`src/rtl/alu_arbiter.sv`:
```
// Two-requester round-robin arbiter in front of a single signed add/subtract unit.
// One operation in flight at a time: accept in IDLE, compute in EXEC, hold the result in RESP.
module alu_arbiter #(
    parameter int WIDTH = 64
) (
    input  logic             clk,
    input  logic             rst_n,

    input  logic             req0_valid,
    output logic             req0_ready,
    input  logic [WIDTH-1:0] req0_a,
    input  logic [WIDTH-1:0] req0_b,
    input  logic             req0_sub,

    input  logic             req1_valid,
    output logic             req1_ready,
    input  logic [WIDTH-1:0] req1_a,
    input  logic [WIDTH-1:0] req1_b,
    input  logic             req1_sub,

    output logic             rsp_valid,
    input  logic             rsp_ready,
    output logic             rsp_id,
    output logic [WIDTH-1:0] rsp_result,
    output logic             rsp_ovf,

    output logic             busy
);

    typedef enum logic [1:0] {
        IDLE = 2'd0,
        EXEC = 2'd1,
        RESP = 2'd2
    } state_t;

    state_t           r_state;
    logic             r_lastGrant;
    logic [WIDTH-1:0] r_a;
    logic [WIDTH-1:0] r_b;
    logic             r_sub;

    logic             w_idle;
    logic             w_grant1;
    logic             w_accept;
    logic [WIDTH-1:0] w_bOperand;
    logic [WIDTH-1:0] w_sum;
    logic             w_ovf;

    // Requester 1 wins when it is alone, or when both contend and requester 0 went last.
    assign w_idle     = (r_state == IDLE);
    assign w_grant1   = req1_valid && (!req0_valid || !r_lastGrant);
    assign req0_ready = w_idle && req0_valid && !w_grant1;
    assign req1_ready = w_idle && w_grant1;
    assign w_accept   = req0_ready || req1_ready;

    assign rsp_valid  = (r_state == RESP);
    assign busy       = !w_idle;

    // Subtraction as a + ~b + 1; overflow when the effective operands agree in sign but the sum does not.
    assign w_bOperand = r_sub ? ~r_b : r_b;
    assign w_sum      = r_a + w_bOperand + {{(WIDTH-1){1'b0}}, r_sub};
    assign w_ovf      = (r_a[WIDTH-1] == w_bOperand[WIDTH-1]) && (w_sum[WIDTH-1] != r_a[WIDTH-1]);

    always_ff @(posedge clk or negedge rst_n) begin
        if (!rst_n) begin
            r_state     <= IDLE;
            r_lastGrant <= 1'b1;
            r_a         <= '0;
            r_b         <= '0;
            r_sub       <= 1'b0;
            rsp_id      <= 1'b0;
            rsp_result  <= '0;
            rsp_ovf     <= 1'b0;
        end else begin
            case (r_state)
                IDLE: begin
                    if (w_accept) begin
                        r_a         <= req1_ready ? req1_a   : req0_a;
                        r_b         <= req1_ready ? req1_b   : req0_b;
                        r_sub       <= req1_ready ? req1_sub : req0_sub;
                        rsp_id      <= req1_ready;
                        r_lastGrant <= req1_ready;
                        r_state     <= EXEC;
                    end
                end
                EXEC: begin
                    rsp_result <= w_sum;
                    rsp_ovf    <= w_ovf;
                    r_state    <= RESP;
                end
                RESP: begin
                    if (rsp_ready) begin
                        r_state <= IDLE;
                    end
                end
                default: r_state <= IDLE;
            endcase
        end
    end

endmodule

```
`config.mk`:
```
export PLATFORM = sky130hd
export DESIGN_NAME = alu_arbiter
export DESIGN_NICKNAME = d
export VERILOG_FILES = /design/src/rtl/alu_arbiter.sv
export SDC_FILE = /design/constraint.sdc
export NUM_CORES = 1
export LEC_CHECK = 0
export CORE_ASPECT_RATIO = 0.5
export CORE_MARGIN = 5
export CORE_UTILIZATION = 50
export DETAILED_ROUTE_END_ITERATION = 7
export GPL_ROUTABILITY_DRIVEN = 0
export GPL_TIMING_DRIVEN = 0
export PLACE_DENSITY_LB_ADDON = 0.25
export SLEW_MARGIN = 20
export SYNTH_ARGS = -nofsm -noshare
export SYNTH_HDL_FRONTEND = slang
export SYNTH_SLANG_ARGS = --single-unit
```
`constraint.sdc`:
```
create_clock -name clk -period 4.2 [get_ports clk]
set_input_delay 0.63 -clock clk [delete_from_list [all_inputs] [get_ports clk]]
set_output_delay 0.63 -clock clk [all_outputs]
set_load 0.05 [all_outputs]
```
==> impl_summary.log <==
[metrics] largest delay contributor family on the critical path: compound AO/OA/AOI/OAI gates
[metrics] Final nets: 2170
[metrics] number of failing hold endpoints at the final stage: 0
[metrics] grt total ovfl: 0
[metrics] cell-by-cell trace of the critical path: clkbuf_4, xor2_1, ha_1, clkbuf_1, a21oi_1, o21ai_0, a41oi_2, o211ai_1, a31oi_1, o31ai_4, o221ai_2, o21ai_2, xnor2_2, o21ai_1
[metrics] crit path capture type: flip-flop
[metrics] width of the die: 232 microns
[metrics] Setup-failing EPs final: 1
[metrics] number of top-level pins: 333
[metrics] later-pin clock latency in the skew report: 0.46 ns
[metrics] IO Port Bufs: 332
[metrics] CTS Buf Count: 17
[metrics] synth-to-layout area growth: 35.6%
[metrics] filler cell count: 2001
[metrics] layout cell share with drive strength beyond 1: 0.0372
[metrics] total via count in the routed design: 13107
[metrics] critical path's largest stage delay: 0.58 ns
[metrics] clock input transition at the sequential cells of the worst setup and hold paths: 0.07 ns
[metrics] most area-hungry cell type in the Yosys netlist: dfrtp_1
[metrics] critical path startpoint category: flip-flop
[metrics] worst-case clock buffer depth: 2
[metrics] wire length of the first global-routing pass: 72.0 mm
[metrics] transition at the pin with the smallest max-transition slack: 0.990 ns
[metrics] worst slew margin relative to its limit: 0.340
[metrics] hpwl dp: 37.7 mm
[metrics] average cell area after synthesis: 8.28 sq um
[metrics] worst min-delay path category: input port to async pin
[metrics] detailed-routing iteration count for the pre-antenna-repair pass: 6
[metrics] initial core utilization: 0.512
[metrics] critical-path cell with the highest stage delay: o21ai_0
[metrics] max-capacitance violation count: 0
[metrics] number of different library cells in the post-synthesis netlist: 62
[metrics] full die area: 28100 sq um
[metrics] routed wirelength normalized by instance count: 22.0 microns
[metrics] WP data arrival: 4.56 ns
[metrics] Sink Count: 198
[metrics] cell chosen for the clock root: clkbuf_16
[metrics] floorplan row count: 40
[metrics] number of enable flip-flop cells after synthesis: 0
[metrics] share of Yosys cell area claimed by the top area cell type: 0.399
[metrics] total track usage: 0.336
[metrics] maximum net fanout on the critical path: 11
[metrics] max frequency: 236 MHz
[metrics] worst path required time: 4.52 ns
[metrics] worst path setup slack after routing: -0.0405 ns
[metrics] most numerous cell types in the synthesized netlist: nand2_1, dfrtp_1, nor2_1
[metrics] run status: finished with violations
[metrics] Syn. warnings: 0
[metrics] final worst-path cycle share: 1.01
[metrics] WL final: 48.4 mm
[metrics] Seq/Total Area, Yosys: 0.402
[metrics] Top FF cell, synth: dfrtp_1
[metrics] mapped cell area: 12300 sq um
[metrics] pin count of the biggest net entering global routing: 94
[metrics] pins over their slew limit: 0
[metrics] failing checks: negative setup slack
[metrics] vias per cell: 5.97
[metrics] number of remaining DRC errors: 0
[metrics] most instantiated library cell after synthesis: nand2_1
[metrics] Final Skew: 0.0110 ns
[metrics] post-route cell area: 16700 sq um
[metrics] initial antenna violation count: 5
[metrics] total cell area at the placement stage: 16100 sq um
[metrics] height of the die: 121 microns
[metrics] post-synthesis net count: 1817
[metrics] Synth async-reset ratio: 1.00
[metrics] CTS tree: built
[metrics] residual antenna-violating net count after detailed routing: 0
[metrics] Std-Cell Core Area: 24100 sq um
[metrics] count of buffer and inverter cells on the critical path: 2
[metrics] violation count after the first detailed-routing iteration: 1671
[metrics] class of the most critical setup path: flip-flop to flip-flop
[metrics] minimum clock period: 4.24 ns
[metrics] vias in the first global route: 12859
[metrics] most area-consuming cells after synthesis: dfrtp_1, nand2_1, ha_1, xor2_1, nor2_1
[metrics] H-tree depth: 4
[metrics] Post-Synthesis Cells: 1491
[metrics] flops & latches, synth: 198
[metrics] Total Neg Setup Slack: -0.0405 ns
==> state kept, by name, summed over array words and instances, names as in the netlist <==
| register | flops |
|---|---|
| r_a | 64 |
| r_b | 64 |
| r_lastGrant | 1 |
| r_state | 2 |
| r_sub | 1 |
| rsp_id | 1 |
| rsp_ovf | 1 |
| rsp_result | 64 |
==> stage by stage <==
step | std cells | hold slack (ns) | setup slack (ns) | util
after floorplan | 1491 | 0.334 | 0.643 | -
after global placement | 2159 | 0.462 | -5.86 | 0.667
after detailed placement | 2161 | 0.463 | -0.589 | 0.669
after CTS | 2192 | 0.0735 | 0.0926 | 0.692
after global routing | 2196 | 0.0917 | -0.110 | 0.694
final | 2196 | 0.0690 | -0.0405 | 0.694
==> metal layers <==
metal / GRT usage / wire length [microns] / vias up
li1: - / - / 5947
met1: 0.442 / 19300 / 6308
met2: 0.539 / 22100 / 735
met3: 0.0931 / 5060 / 117
met4: 0.117 / 1800 / 0
met5: 0 / 0 / -
==> what timing repair did <==
action | 4_1_cts | 5_1_grt
pin swaps | 0 | 1
gates resized for setup | 12 | 10
setup endpoints to repair | 33 | 7
hold buffers | 0 | 0
buffers inserted | 0 | 1
==> path summary, 6_finish.rpt <==
path / slack [ns] / to / from / depth (start not counted)
worst max register to register: -0.04 / rsp_result[63]$_DFFE_PN0N_ / r_sub$_DFFE_PN0P_ / 14
worst max-delay path: -0.04 / rsp_result[63]$_DFFE_PN0N_ / r_sub$_DFFE_PN0P_ / 14
worst min-delay path: 0.07 / rsp_result[15]$_DFFE_PN0N_ / rst_n / 1
worst min register to register: 0.48 / rsp_result[58]$_DFFE_PN0N_ / rsp_result[58]$_DFFE_PN0N_ / 2
max in group asynchronous: 3.00 / r_lastGrant$_DFFE_PN1P_ / rst_n / 3
min in group clk: 0.48 / rsp_result[58]$_DFFE_PN0N_ / rsp_result[58]$_DFFE_PN0N_ / 2
==> layout make-up <==
cell class	instances	area (sq um)	area share
multi-input combinational	1174	6960	0.416
sequential	198	4960	0.296
timing repair buffer	335	3390	0.203
clock buffer	27	483	0.0289
tap	336	420	0.0251
buffer	94	378	0.0226
inverter	24	90.1	0.00538
clock inverter	5	52.6	0.00314
antenna	3	7.51	0.000448
==> cells by family (layout without fill, tap and decap cells) <==
| family | count (synthesis) | in the layout | share of synthesized area |
|---|---|---|---|
| compound gates | 467 | 467 | 0.238 |
| xor+xnor | 120 | 120 | 0.0852 |
| fa+ha+maj | 63 | 63 | 0.0645 |
| buf+inv | 119 | 485 | 0.0370 |
| flops | 198 | 198 | 0.402 |
| mux | 1 | 1 | 0.000811 |
| other cells | 0 | 3 | 0 |
| simple gates | 523 | 523 | 0.173 |
==> cell usage in the layout, fill, tap and decap left out, types with 5 or more instances in the layout <==
cell	netlist	layout
nor3_1	10	10
o21bai_1	17	17
a21o_1	33	33
clkdlybuf4s50_1	0	331
o211ai_1	5	5
a31oi_1	49	49
nand4_1	20	20
clkbuf_16	0	17
inv_1	24	24
buf_1	9	7
dfrtp_1	197	196
ha_1	62	62
nor2b_1	5	5
nand3_1	17	17
nand2_1	257	257
o21ai_0	110	110
xnor2_1	36	35
o21ai_1	32	32
nand2b_1	7	7
and2_1	5	5
o21a_1	9	9
a21oi_1	78	76
buf_2	8	10
nor2_1	190	190
o22ai_1	88	88
clkbuf_1	78	79
xor2_1	84	84
Power is not shown: default switching activity piles up to over one toggle a cycle in this logic, so the estimate is an artifact.
